==> src/rtl/pmem_arb_pkg.sv <==
// Shared types and defaults for the physical-memory port arbiter.
package pmem_arb_pkg;

  localparam int unsigned PMEM_ADDR_W = 32;
  localparam int unsigned PMEM_LINE_W = 256;

  typedef enum logic [1:0] {
    IDLE    = 2'd0,
    SERVE_I = 2'd1,
    SERVE_D = 2'd2,
    RELEASE = 2'd3
  } arb_state_t;

  typedef enum logic {
    PORT_I = 1'b0,
    PORT_D = 1'b1
  } arb_port_t;

  // The requester that was not the given one.
  function automatic arb_port_t other_port(input arb_port_t p);
    return (p == PORT_I) ? PORT_D : PORT_I;
  endfunction

endpackage

==> src/rtl/pmem_arb_pick.sv <==
// Combinational winner select for the pmem arbiter.
// PMEM_ARB_RR_EN defined  : round-robin on a tie, the port not granted last wins.
// PMEM_ARB_RR_EN undefined: fixed priority, D-cache over I-cache.
module pmem_arb_pick
  import pmem_arb_pkg::*;
(
  input  logic      req_i,
  input  logic      req_d,
  input  arb_port_t last_grant,
  output arb_port_t winner
);

`ifdef PMEM_ARB_RR_EN
  // Tie goes to whichever port lost the previous grant.
  always_comb begin
    winner = PORT_I;
    if (req_i && req_d) begin
      winner = other_port(last_grant);
    end else if (req_d) begin
      winner = PORT_D;
    end
  end
`else
  logic w_unused_last_grant;
  assign w_unused_last_grant = last_grant;

  // D-cache always wins when it is requesting.
  always_comb begin
    winner = PORT_I;
    if (req_d) begin
      winner = PORT_D;
    end
  end
`endif

endmodule

==> src/rtl/pmem_arbiter.sv <==
// Shares the single physical-memory port between the I-cache and D-cache.
// One requester is granted per transaction; a dead RELEASE cycle follows
// every completion so the served cache can drop or change its request.
// Optional macro: PMEM_ARB_RR_EN selects round-robin tie-breaking
// (default build: fixed D-over-I priority).
module pmem_arbiter
  import pmem_arb_pkg::*;
#(
  parameter int unsigned ADDR_W = PMEM_ADDR_W,
  parameter int unsigned LINE_W = PMEM_LINE_W
) (
  input  logic              clk,
  input  logic              rst_n,
  input  logic              i_pmem_read,
  input  logic              i_pmem_write,
  input  logic [ADDR_W-1:0] i_pmem_address,
  input  logic [LINE_W-1:0] i_pmem_wdata,
  output logic [LINE_W-1:0] i_pmem_rdata,
  output logic              i_pmem_resp,
  input  logic              d_pmem_read,
  input  logic              d_pmem_write,
  input  logic [ADDR_W-1:0] d_pmem_address,
  input  logic [LINE_W-1:0] d_pmem_wdata,
  output logic [LINE_W-1:0] d_pmem_rdata,
  output logic              d_pmem_resp,
  output logic              pmem_read,
  output logic              pmem_write,
  output logic [ADDR_W-1:0] pmem_address,
  output logic [LINE_W-1:0] pmem_wdata,
  input  logic [LINE_W-1:0] pmem_rdata,
  input  logic              pmem_resp
);

  arb_state_t r_state;
  arb_state_t w_state_nxt;
  arb_port_t  r_last_grant;
  arb_port_t  w_winner;
  logic       w_grant;
  logic       w_req_i;
  logic       w_req_d;

  assign w_req_i = i_pmem_read | i_pmem_write;
  assign w_req_d = d_pmem_read | d_pmem_write;

  // Read data is broadcast; only the resp is steered.
  assign i_pmem_rdata = pmem_rdata;
  assign d_pmem_rdata = pmem_rdata;

  pmem_arb_pick u_pick (
    .req_i      (w_req_i),
    .req_d      (w_req_d),
    .last_grant (r_last_grant),
    .winner     (w_winner)
  );

  // State register.
  always_ff @(posedge clk or negedge rst_n) begin
    if (!rst_n) begin
      r_state <= IDLE;
    end else begin
      r_state <= w_state_nxt;
    end
  end

  // Last granted port; only consulted when round-robin is built in.
  always_ff @(posedge clk or negedge rst_n) begin
    if (!rst_n) begin
      r_last_grant <= PORT_I;
    end else if (w_grant) begin
      r_last_grant <= w_winner;
    end
  end

  // Next-state logic: grant in IDLE, hold grant until resp or drop, one dead cycle after resp.
  always_comb begin
    w_state_nxt = r_state;
    w_grant     = 1'b0;
    case (r_state)
      IDLE: begin
        if (w_req_i || w_req_d) begin
          w_grant     = 1'b1;
          w_state_nxt = (w_winner == PORT_D) ? SERVE_D : SERVE_I;
        end
      end
      SERVE_I: begin
        if (!w_req_i) begin
          w_state_nxt = IDLE;
        end else if (pmem_resp) begin
          w_state_nxt = RELEASE;
        end
      end
      SERVE_D: begin
        if (!w_req_d) begin
          w_state_nxt = IDLE;
        end else if (pmem_resp) begin
          w_state_nxt = RELEASE;
        end
      end
      RELEASE: w_state_nxt = IDLE;
      default: w_state_nxt = IDLE;
    endcase
  end

  // Memory-side forwarding and resp routing from the granted port; read beats write.
  always_comb begin
    pmem_read    = 1'b0;
    pmem_write   = 1'b0;
    pmem_address = '0;
    pmem_wdata   = '0;
    i_pmem_resp  = 1'b0;
    d_pmem_resp  = 1'b0;
    case (r_state)
      SERVE_I: begin
        pmem_read    = i_pmem_read;
        pmem_write   = i_pmem_write & ~i_pmem_read;
        pmem_address = i_pmem_address;
        pmem_wdata   = i_pmem_wdata;
        i_pmem_resp  = pmem_resp & w_req_i;
      end
      SERVE_D: begin
        pmem_read    = d_pmem_read;
        pmem_write   = d_pmem_write & ~d_pmem_read;
        pmem_address = d_pmem_address;
        pmem_wdata   = d_pmem_wdata;
        d_pmem_resp  = pmem_resp & w_req_d;
      end
      default: ;
    endcase
  end

  // A cache must never ask for read and write at once.
  a_i_rd_wr_excl: assert property (@(posedge clk) disable iff (!rst_n)
    !(i_pmem_read && i_pmem_write))
    else $warning("pmem_arbiter: I-cache read and write asserted together");

  a_d_rd_wr_excl: assert property (@(posedge clk) disable iff (!rst_n)
    !(d_pmem_read && d_pmem_write))
    else $warning("pmem_arbiter: D-cache read and write asserted together");

endmodule

==> config.mk <==
export PLATFORM = sky130hd
export DESIGN_NAME = pmem_arbiter
export DESIGN_NICKNAME = d
export VERILOG_FILES = /design/src/rtl/pmem_arb_pkg.sv /design/src/rtl/pmem_arb_pick.sv /design/src/rtl/pmem_arbiter.sv
export SDC_FILE = /design/constraint.sdc
export NUM_CORES = 1
export LEC_CHECK = 0
export ABC_AREA = 1
export CAP_MARGIN = 25
export CELL_PAD_IN_SITES_DETAIL_PLACEMENT = 1
export CELL_PAD_IN_SITES_GLOBAL_PLACEMENT = 2
export CORE_AREA = 2 2 647 649
export CTS_CLUSTER_DIAMETER = 120
export DETAILED_ROUTE_END_ITERATION = 8
export DIE_AREA = 0 0 649 651
export PLACE_DENSITY_LB_ADDON = 0.25
export SYNTH_ARGS = -nofsm -noshare
export SYNTH_HDL_FRONTEND = slang
export SYNTH_SLANG_ARGS = --single-unit
==> constraint.sdc <==
create_clock -name clk -period 5.15 [get_ports clk]
set_clock_uncertainty 0.1 [all_clocks]
set_input_delay 1.2875 -clock clk [delete_from_list [all_inputs] [get_ports clk]]
set_output_delay 1.2875 -clock clk [all_outputs]
set_load 0.01 [all_outputs]
* Yosys cells after proc, flatten, opt, wreduce, memory -nomap -nowiden
Index checks and enable logic that the tools add are counted.
W data, S select, Z words.
** Storage, ports and cells
- Bits in registers :: 2
- Bits of input ports :: 839
- Output and inout port bits :: 804
** Cells by class
- Equality and inequality tests :: 4
- Muxes and demuxes :: 13
- Bitwise logic cells :: 8
- Reduce and logical (&&, ||, !) cells :: 2
** Operators with widths (count)
- $pmux W256 S2 :: 1
- $pmux W32 S2 :: 1
- $mux W2 :: 5
- $pmux W2 S4 :: 1
- $and A1 B1 Y1 :: 4
- $eq A2 B2 Y1 const B :: 2
- $pmux W1 S2 :: 2
- $mux W1 :: 3
- $eq A2 B1 Y1 const B :: 1
- $logic_not A2 Y1 :: 1
- $ne A2 B2 Y1 const B :: 1
- $not A1 Y1 :: 2
- $or A1 B1 Y1 :: 2
- $logic_or A1 B1 Y1 :: 1

* Longest topological paths before layout
- Depth in word-level cells :: 5
- Mapped depth :: 8
- Depth with buffers taken out :: 6

* Hierarchy
From an unflattened synthesis, not the netlist that was laid out.
** Second synthesis, totals
- Cells, all modules :: 1519
- Area, all modules :: 8270.4 um^2
** Modules (own cells, without submodules)
- pmem_arbiter :: times used 1, cells each 1518, area each 8262.9 um^2, seq. area each 75.1 um^2
- pmem_arb_pick :: times used 1, cells each 1, area each 7.5 um^2, seq. area each 0.0 um^2

* Worst setup path before layout
OpenSTA, ideal clock, no wires.
- Kind :: input to output
- Start point :: input port i_pmem_read
- End point :: output port pmem_write
- Arrival time :: 1636 ps
- Required time :: 3763 ps
- Path slack :: 2127 ps
- Stages :: 2
- Buffers on the path :: 0
- Cell sequence :: nand3b_1 > a21oi_1
** Between the ends
- Word-level cells in the longest chain between the ends :: 3
** Ends and longest elaborated chain
- start, declared :: line pmem_arbiter.sv:14 : input logic i_pmem_read,
- $not A1 Y1 :: line pmem_arbiter.sv:115 : pmem_write = i_pmem_write & ~i_pmem_read;
- $and A1 B1 Y1 :: line pmem_arbiter.sv:115
- $pmux W1 S2 :: line pmem_arbiter.sv:112 : case (r_state)
- end, declared :: line pmem_arbiter.sv:27 : output logic pmem_write,
No other way between the ends.

* Worst setup path after layout
- Start point :: input port d_pmem_wdata[193]
- End point :: output port pmem_wdata[193]
** Between the ends
- Word-level cells in the longest chain between the ends :: 1
** Ends and longest elaborated chain
- start, declared :: line pmem_arbiter.sv:23 : input logic [LINE_W-1:0] d_pmem_wdata,
- $pmux W256 S2 :: line pmem_arbiter.sv:112
- end, declared :: line pmem_arbiter.sv:29 : output logic [LINE_W-1:0] pmem_wdata,
No other way between the ends.

==> out/results.md <==
| Quantity | Reported |
|---|---|
| Result of the run | completed |
| H-tree depth | 1 |
| I/O pin count | 1643 |
| Reported leakage power | 4.908 nW |
| Yosys cell types | 16 |
| FF-to-FF setup slack | 3.18 ns |
| Post-DP HPWL | 221300 um |
| Top-count cell post-synth | sky130_fd_sc_hd__nand2_1 |
| Final period utilization | 94.20% |
| Cell-internal power | 0.002612 W |
| Combinational cell fraction of total power | 98.2% |
| Die Height | 651 um |
| Net load switching power | 0.005878 W |
| Clock tree buffer depth | 2 |
| Iteration-0 DRC count of the detailed router | 579 |
| Max reg flops | 2 |
| Instance count of the mapped netlist | 1513 |
| WP data arrival | 3.46 ns |
| Number of buffers inserted by port buffering | 874 |
| Measured slew at the worst slew-check pin | 0.8483 ns |
| Gr usage total | 10.59% |
| P&R area growth vs syn | 136.2% |
| Post-synth top area share | 47.84% |
| Leftover overflow at the end of global routing | 0 |
| Initial core utilization | 2.021% |
| Synthesized Nets | 2358 |
| Setup violation total in the final timing report | 0 |
| Final Max Slew Viols | 0 |
| Number of nets in the layout | 2665 |
| Worst-Skew Late Latency | 0.22 ns |
| DRC violations left | 0 |
| Cell depth of the worst min-delay path | 2 |
| Class of the tightest hold or removal check | reg2reg |
| Synth top cells by count | sky130_fd_sc_hd__nand2_1, sky130_fd_sc_hd__buf_4, sky130_fd_sc_hd__a21oi_1 |
| Sequential fraction of design power | 0.4% |
| Worst rel slew slack | 43.45% |
| Maximum clock frequency | 0.2061 GHz |
| Startpoint of the most critical hold path | r_state[1]$_DFFE_PN0P_ |
| Worst path setup slack after routing | 0.2985 ns |
| Share of the yosys chip area belonging to registers | 0.5961% |
| Worst-case reg-to-reg path depth | 7 |
| Netlist area before placement | 8396 um^2 |
| Initial antenna violation count | 137 |
| Inserted Clock Buffers | 3 |
| Pwr/cell area | 428.2 nW/um^2 |
| Critical Path Source | d_pmem_wdata[193] |
| Unrepaired setup endpoints after global routing | false |
| R2r endpoint | r_state[0]$_DFFE_PN0P_ |
| Die span in x | 649 um |
| Reg-to-reg startpoint | r_state[0]$_DFFE_PN0P_ |
| Count of vias placed by the detailed router | 12163 |
| Maximum fanout count along the critical path | 1 |
| Setup crit start kind | input port |
| Top cells by area, synth | sky130_fd_sc_hd__buf_4, sky130_fd_sc_hd__nand2_1, sky130_fd_sc_hd__a21oi_1 |
| Worst hold margin | 0.5775 ns |
| Number of search-and-repair iterations in the first detailed-routing pass | 5 |
| Area of the core region | 415400 um^2 |
| Wire length of the first global-routing pass | 264100 um |
| Required time of the worst setup path | 3.76 ns |
| Clock tree from TritonCTS | built |
| Worst-case vdd ir drop | 0.0002513 V |
| Post-CTS Hold Buffers | 0 |
| Routability-driven placement congestion ratio | 0.7744 |
| Total Negative Setup Slacks | 0 ns |
| Register containing the most flip-flops in the final layout | r_state |
| Largest registers | r_state (2) |
| Number of nets with antenna violations after detailed routing | 0 |
| Clock transition at the registers of the reported paths | 0.03 ns |
| Number of buffers inserted to repair setup after CTS | 0 |
| Wire length per cell after detailed routing | 31.94 um |
| Mean area per synthesized cell | 5.549 um^2 |
| Fraction of layout cells with a size suffix above 1 | 6.986% |
| Post-synth EDFFs | 0 |
| Number of warnings issued by yosys | 0 |
| CTS-repair resized insts | 0 |
| Number of rows in the core area | 237 |
| Max-cap check violation count | 0 |
| Min cycle time layout | 4.851 ns |
| Pre-CTS WS | 0.09417 ns |
| Number of hold violations in the final report | 0 |
| Type of destination of the critical path | output port |
| Most area-hungry cell type in the Yosys netlist | sky130_fd_sc_hd__buf_4 |
| Number of global-route vias before repair | 12681 |
| CP Capture Point | pmem_wdata[193] |
| Main synth FF type | sky130_fd_sc_hd__dfrtp_1 |
| Total Die Area | 422500 um^2 |
| Switching power share of the total | 69.24% |
| Crit Path Class | in2out |
| Number of clock sinks | 2 |
| Flip-flop and latch count after synthesis | 2 |
| Pin count of the biggest net entering global routing | 90 |
| Clk Tree Root Cell | sky130_fd_sc_hd__clkbuf_16 |
| Clock share of power | 1.4% |
| Routed wire length | 234000 um |
| Via density | 1.661 |
| Post-synth ARST share | 100.0% |
==> metrics by stage <==
| stage | instances | power [W] | area [um^2] | util (%) |
|---|---|---|---|---|
| 2_1_floorplan | 1513 | 0.003007 | 8396 | - |
| 3_3_place_gp | 7310 | 0.009029 | 19710 | 4.745 |
| 3_5_place_dp | 7312 | 0.009027 | 19730 | 4.749 |
| 4_1_cts | 7315 | 0.009182 | 19810 | 4.767 |
| 5_1_grt | 7319 | 0.009363 | 19820 | 4.770 |
| 6_report | 7324 | 0.008490 | 19830 | 4.773 |
==> power groups by stage <==
stage | Sequential [W] | Clock [W] | Combinational, W
3_3_place_gp | 0.0000340 | 0 | 0.00900
2_1_floorplan | 0.0000288 | 0 | 0.00298
4_1_cts | 0.0000342 | 0.000121 | 0.00903
5_1_grt | 0.0000350 | 0.000123 | 0.00920
6_report | 0.0000340 | 0.000119 | 0.00834
3_5_place_dp | 0.0000352 | 0 | 0.00899
==> area by class of cell <==
cell class	count	area, um^2
clock buffer	3	75.07
sequential	2	50.05
tap	5497	6878
antenna	9	22.52
multi-input combinational	896	3821
inverter	7	33.78
fill	49861	395600
timing repair buffer	910	8947
==> cell families (layout without fill, tap and decap cells) <==
logic type	after synthesis	count (layout)	share of synthesized area (%)
DFF	2	2	0.5961
other	0	9	0
AOI/OAI and AO/OA	293	293	17.47
buffers and inverters	615	920	54.19
and+or+nand+nor	597	597	26.86
adders and majority gates	6	6	0.8942
==> cells in the final DEF, fill, tap and decap left out <==
cell                              instances
sky130_fd_sc_hd__o21ai_0                  1
sky130_fd_sc_hd__ha_1                     4
sky130_fd_sc_hd__buf_4                  109
sky130_fd_sc_hd__a21oi_1                292
sky130_fd_sc_hd__buf_6                    1
sky130_fd_sc_hd__buf_12                  11
sky130_fd_sc_hd__ha_4                     2
sky130_fd_sc_hd__nand3_1                  3
sky130_fd_sc_hd__clkdlybuf4s50_1        789
sky130_fd_sc_hd__nand2_1                586
sky130_fd_sc_hd__diode_2                  9
sky130_fd_sc_hd__nand3b_1                 2
sky130_fd_sc_hd__inv_1                    6
sky130_fd_sc_hd__nor2_1                   5
sky130_fd_sc_hd__clkbuf_16                3
sky130_fd_sc_hd__nand4_1                  1
sky130_fd_sc_hd__inv_8                    1
sky130_fd_sc_hd__dfrtp_1                  2
==> layer usage <==
metal / global-route usage, % / part of all wire [%] / up-vias
met5: 0.7923 / 0.33 / -
met1: 8.763 / 29 / 5352
met4: 1.707 / 2.4 / 60
met3: 11.25 / 23 / 402
met2: 17.47 / 46 / 1498
li1: - / - / 4851
==> worst max-delay path, cell delays in order <==
cell	delay, ns
sky130_fd_sc_hd__clkdlybuf4s50_1	0.67
sky130_fd_sc_hd__nand2_1	0.22
sky130_fd_sc_hd__a21oi_1	0.46
sky130_fd_sc_hd__clkdlybuf4s50_1	0.81
==> how the worst min path moves through the flow <==
stage,end
after detailed placement,r_state[0]$_DFFE_PN0P_
after global routing,r_state[0]$_DFFE_PN0P_
after floorplan,r_state[0]$_DFFE_PN0P_
after global placement,r_state[0]$_DFFE_PN0P_
after CTS,r_state[0]$_DFFE_PN0P_
final,r_state[1]$_DFFE_PN0P_
(Power assumes the default switching activity.)
==> RTL edit 1 (same flow settings) <==
The package constant `PMEM_LINE_W` goes from 256 to 260.
--- a/src/rtl/pmem_arb_pkg.sv
+++ b/src/rtl/pmem_arb_pkg.sv
@@ -2,7 +2,7 @@
 package pmem_arb_pkg;
 
   localparam int unsigned PMEM_ADDR_W = 32;
-  localparam int unsigned PMEM_LINE_W = 256;
+  localparam int unsigned PMEM_LINE_W = 260;
 
   typedef enum logic [1:0] {
     IDLE    = 2'd0,
Interface: changed (6 resized); port bits go from 1643 to 1667. No check against the original RTL was run, so the function may have changed too.
==> RTL edit 1 against the unedited design <==
- synthesized area grew 14%
- sequential cell count did not move
- register-to-register slack got worse by 0.19 ns
- critical path depth unchanged
- first-iteration DRC count is 7.6% lower
- worst setup slack got worse by 0.0045 ns
- global-route usage is 0.18 points higher
- worst hold slack got worse by 0.0096 ns
- wire length up 1.3%
- design area grew 7.5%
- total power rose by 7.8%
- critical endpoint is now pmem_wdata[43]
- largest cell class unchanged
- largest power group unchanged
==> RTL edit 1: results (changes against the unedited design) <==
R2R setup slack = 2.99 ns (-0.19 ns)
Nets = 2693 (+1.1%)
wire per inst = 32.3 um (+1.1%)
I/O Buffers = 886 (+1.4%)
vias in the first global route = 12800 (+1.1%)
R2R depth = 8 (+1)
first-pass GRT wire length = 268000 um (+1.4%)
hpwl dp = 224000 um (+1.3%)
post-synth net total = 2392 (+1.4%)
via total after detailed routing = 12500 (+2.4%)
Setup Fix Bufs, Post-CTS = 0 (unchanged)
WHS Endpoint = r_state[0]
Commonest cells post-synth = 528 x buf_4, 465 x nand2_1, 166 x a21oi_1
Netlist cell types = 19 (+3)
Peak VDD IR = 0.273 mV (+8.6%)
CP startpoint = d_pmem_wdata[43]
worst hold start = r_state[0]
worst reg2reg path endpoint = r_state[0]
Worst-path clk slew = 0.03 ns (about the same)
Leakage = 5.25 nW (+7.0%)
worst skew pair latency = 0.23 ns
Max Root-Sink Buffers = 2 (unchanged)
first drt pass iteration count = 4 (-1)
Fillers = 49700 (-0.42%)
RD Place Congestion = 0.784 (+1.2%)
Initial DRC Count = 535 (-7.6%)
layout cells sized above 1 = 23.1% (+16 points)
top cells by area, synth = buf_4 41%, nand2_1 18%, a21oi_2 12%
critical path's slowest cell = a21oi_1
post-synthesis sequential area ratio = 0.521% (-0.075 points)
Final Max Tran Viols = 0 (unchanged)
maximum fanout along the worst path = 1 (unchanged)
largest net degree at the start of global routing = 83 (-7.8%)
crit-path max cell delay = 0.78 ns (-0.03 ns)
Int Pwr = 3.06 mW (+17%)
Num CTS Buffers = 3 (unchanged)
Overall Global Routing Usage = 10.8% (+0.18 points)
antenna violations before repair = 175 (+28%)
outcome = finished clean
Tightest Pin Transition = 0.976 ns (+0.128 ns)
CTS resizes = 0 (unchanged)
[RTL edit 1: cell types whose count changed in the layout (fill, tap and decap cells not counted), sizes merged]
cell and delta:
a21oi +4, buf +38, clkdlybuf4s50 -34, diode +2, nand2 +8
[RTL edit 1: cells by family (layout without fill, tap and decap cells)]
group	Yosys count	after routing	synth area share, %
compound gates	297	297	20.6
fa+ha+maj	6	6	0.782
buf+inv	625	924	51.0
flops	2	2	0.521
other cells	0	11	0
simple gates	605	605	27.2
[RTL edit 1: area by class of cell]
class | instances | area, um^2 | share of cell area [%]
multi-input cells | 908 | 4680 | 22.0
inverters | 7 | 33.8 | 0.158
flip-flops and latches | 2 | 50.0 | 0.235
repair buffers | 914 | 9570 | 44.9
clock buffers | 3 | 75.1 | 0.352
well taps | 5497 | 6880 | 32.3
diodes | 11 | 27.5 | 0.129
[RTL edit 1: through the flow]
stage                     hold slack, ns  worst slack (ns)  cell area, um^2  util [%]  instances
after global routing               0.643             0.213            21300      5.13       7333
after detailed placement           0.560             0.170            21200      5.11       7328
after floorplan                    0.448              2.13             9600         -       1535
after global placement             0.568             0.166            21200      5.10       7327
final                              0.568             0.294            21300      5.13       7342
after CTS                          0.566             0.154            21300      5.12       7331
[RTL edit 1: per-layer routing]
layer  wire length [um]  track usage, %  vias to the layer above
met5                842           0.713                        -
met4               4100            1.14                       74
met3              58600            12.5                      397
met2              97000            15.9                     1595
met1              76500            9.96                     5485
li1                   -               -                     4907
[RTL edit 1: worst min-delay path, delay by kind of cell, from the launching register on]
kind / cells / cell delay (ns)
AND/OR/NAND/NOR: 1 / 0.13
flip-flops: 1 / 0.44
AO/OA/AOI/OAI: 1 / 0.05
[RTL edit 1: worst max path at each step]
stage,endpoint,depth (start not counted),slack (ns)
CTS,pmem_wdata[43],4,0.15
finish,pmem_wdata[43],4,0.29
detailed placement,pmem_wdata[43],4,0.17
global route,pmem_wdata[43],4,0.21
floorplan,pmem_write,2,2.13
global placement,pmem_wdata[43],4,0.17
[RTL edit 1: power by group through the flow]
stage / combinational, mW / sequential (mW) / clock (mW)
global placement: 9.73 / 0.0359 / 0
global route: 10.0 / 0.0373 / 0.122
CTS: 9.75 / 0.0358 / 0.119
detailed placement: 9.72 / 0.0358 / 0
finish: 9.00 / 0.0358 / 0.119
floorplan: 3.69 / 0.0288 / 0
==> RTL edit 2 (config.mk and constraints unchanged) <==
Made on the original files. Re-encode `arb_state_t` (4 states) as one-hot, 4 bits wide.
--- a/src/rtl/pmem_arb_pkg.sv
+++ b/src/rtl/pmem_arb_pkg.sv
@@ -4,11 +4,11 @@
   localparam int unsigned PMEM_ADDR_W = 32;
   localparam int unsigned PMEM_LINE_W = 256;
 
-  typedef enum logic [1:0] {
-    IDLE    = 2'd0,
-    SERVE_I = 2'd1,
-    SERVE_D = 2'd2,
-    RELEASE = 2'd3
+  typedef enum logic [3:0] {
+    IDLE    = 4'b0001,
+    SERVE_I = 4'b0010,
+    SERVE_D = 4'b0100,
+    RELEASE = 4'b1000
   } arb_state_t;
 
   typedef enum logic {
Function: same outputs for any inputs over 4 cycles, from zero or initial values and one cycle with rst_n low; so few cycles prove little.
==> RTL edit 2 against the unedited design <==
- sequential share of layout area up 0.27 points
- sequential cell count up 2
- synthesized cell count down 1.2%
- via count down 3.8%
- highest routed layer unchanged
- synthesized area down 3.2%
- worst setup slack worse by 0.092 ns
- design area down 2.0%
- worst hold slack worse by 0.021 ns
- register-to-register slack better by 0.04 ns
- wire length down 1.6%
Power is not compared: it rests on default switching activity, and its combinational part moved more than twofold at a synthesized area within 25%.
==> RTL edit 2: results (changes against the unedited design) <==
H-tree depth = 1 (unchanged)
critical path's slowest cell = clkdlybuf4s50_1
Max-Slew Margin vs Limit = 51.4% (+8.0 points)
RD Place Congestion = 0.803 (+3.7%)
Hold Path Class = register to register
biggest regs = r_state x4
crit-path max cell delay = 0.67 ns (-0.14 ns)
first-pass GRT wire length = 258000 um (-2.4%)
layout cells sized above 1 = 6.26% (-0.73 points)
CTS resizes = 0 (unchanged)
Fillers = 49900 (+0.072%)
Nets = 2662 (-0.11%)
hpwl dp = 221000 um (about the same)
Num CTS Buffers = 3 (unchanged)
NetSw = 2.54 mW
ys async rst share = 100% (unchanged)
wire per inst = 31.4 um (-1.6%)
via total after detailed routing = 11700 (-3.8%)
ys flop type = dfrtp_1
largest net degree at the start of global routing = 56 (-38%)
Reg-to-Reg Start = r_state[1]
maximum fanout along the worst path = 4 (+3)
outcome = finished clean
cell family with most CP delay = buffers and inverters
Commonest cells post-synth = 882 x nand2_1, 512 x buf_4, 33 x buf_2
Initial DRC Count = 442 (-24%)
worst skew pair latency = 0.23 ns
CP startpoint = i_pmem_write
first drt pass iteration count = 5 (unchanged)
I/O Buffers = 874 (unchanged)
Leakage = 6.22 nW
clock root cell = clkbuf_16
Setup Fix Bufs, Post-CTS = 0 (unchanged)
top cells by area, synth = buf_4 47%, nand2_1 41%, buf_12 5.4%
post-synthesis sequential area ratio = 1.25% (+0.65 points)
worst hold start = r_state[2]
antenna violations before repair = 183 (+34%)
Netlist cell types = 18 (+2)
Worst-path clk slew = 0.03 ns (about the same)
Peak VDD IR = 0.0887 mV
YS warnings = 0 (unchanged)
Max Root-Sink Buffers = 2 (unchanged)
post-synth net total = 2334 (-1.0%)
Overall Global Routing Usage = 10.4% (-0.15 points)
CP arrival = 3.56 ns (+0.10 ns)
RTL edit 2: cell types whose count changed after synthesis, moves of 4 or more:
cell | unedited run | this run
ha_1 | 6 | 0
buf_6 | 24 | 9
nor2_1 | 5 | 9
clkbuf_1 | 8 | 0
nand2_1 | 586 | 882
buf_4 | 535 | 512
buf_12 | 0 | 22
a21oi_1 | 292 | 1
RTL edit 2: area by class of cell:
cell class	instances	area share [%]
Antenna cell	8	0.103
Tap cell	5497	35.4
Multi-Input combinational cell	905	17.7
Sequential cell	4	0.522
Timing Repair Buffer	899	45.7
Inverter	10	0.193
Clock buffer	4	0.406
RTL edit 2: kinds of logic (layout without fill, tap and decap cells):
logic type,after synthesis,in the layout,share of synthesized area (%)
and+or+nand+nor,901,901,42.0
buffers and inverters,586,913,56.5
AOI/OAI and AO/OA,4,4,0.308
DFF,4,4,1.25
other,0,8,0
RTL edit 2: stage by stage:
stage	worst slack, ns	cell area [um^2]	cells	TNS [ns]	hold WS (ns)
CTS	0.0115	19400	7319	0	0.541
finish	0.206	19400	7327	0	0.556
global route	0.0149	19400	7320	0	0.587
detailed placement	0.0276	19300	7315	0	0.522
global placement	-0.0536	19300	7314	-0.0536	0.518
floorplan	2.08	8130	1495	0	0.460
RTL edit 2: final timing paths:
check                         endpoint  cells after the start  slack (ns)
setup / recovery           i_pmem_resp                      6        0.21
hold / removal              r_state[2]                      2        0.56
setup reg to reg            r_state[3]                      7        3.22
hold reg to reg             r_state[2]                      2        0.56
max in group asynchronous   r_state[0]                      1        3.51
min in group asynchronous   r_state[2]                      1        1.18
RTL edit 2: metal layers:
layer / track usage (%) / wire length (um)
met5: 0.826 / 1160
met4: 1.27 / 4200
met3: 11.6 / 55300
met2: 16.2 / 99100
met1: 9.25 / 70400
RTL edit 2: power groups by stage:
stage	Sequential, mW	Clock [mW]	Combinational [mW]
floorplan	0.0539	0	1.43
global placement	0.0577	0	4.21
detailed placement	0.0581	0	4.20
CTS	0.0577	0.128	4.21
global route	0.0602	0.129	4.31
finish	0.0578	0.127	3.90
RTL edit 2: worst reg2reg max path: cells and delay by family (launching register included):
family	cells	cell delay, ns
buffers and inverters	3	0.68
AND/OR/NAND/NOR	3	0.53
AO/OA/AOI/OAI	1	0.14
flip-flops	1	0.41
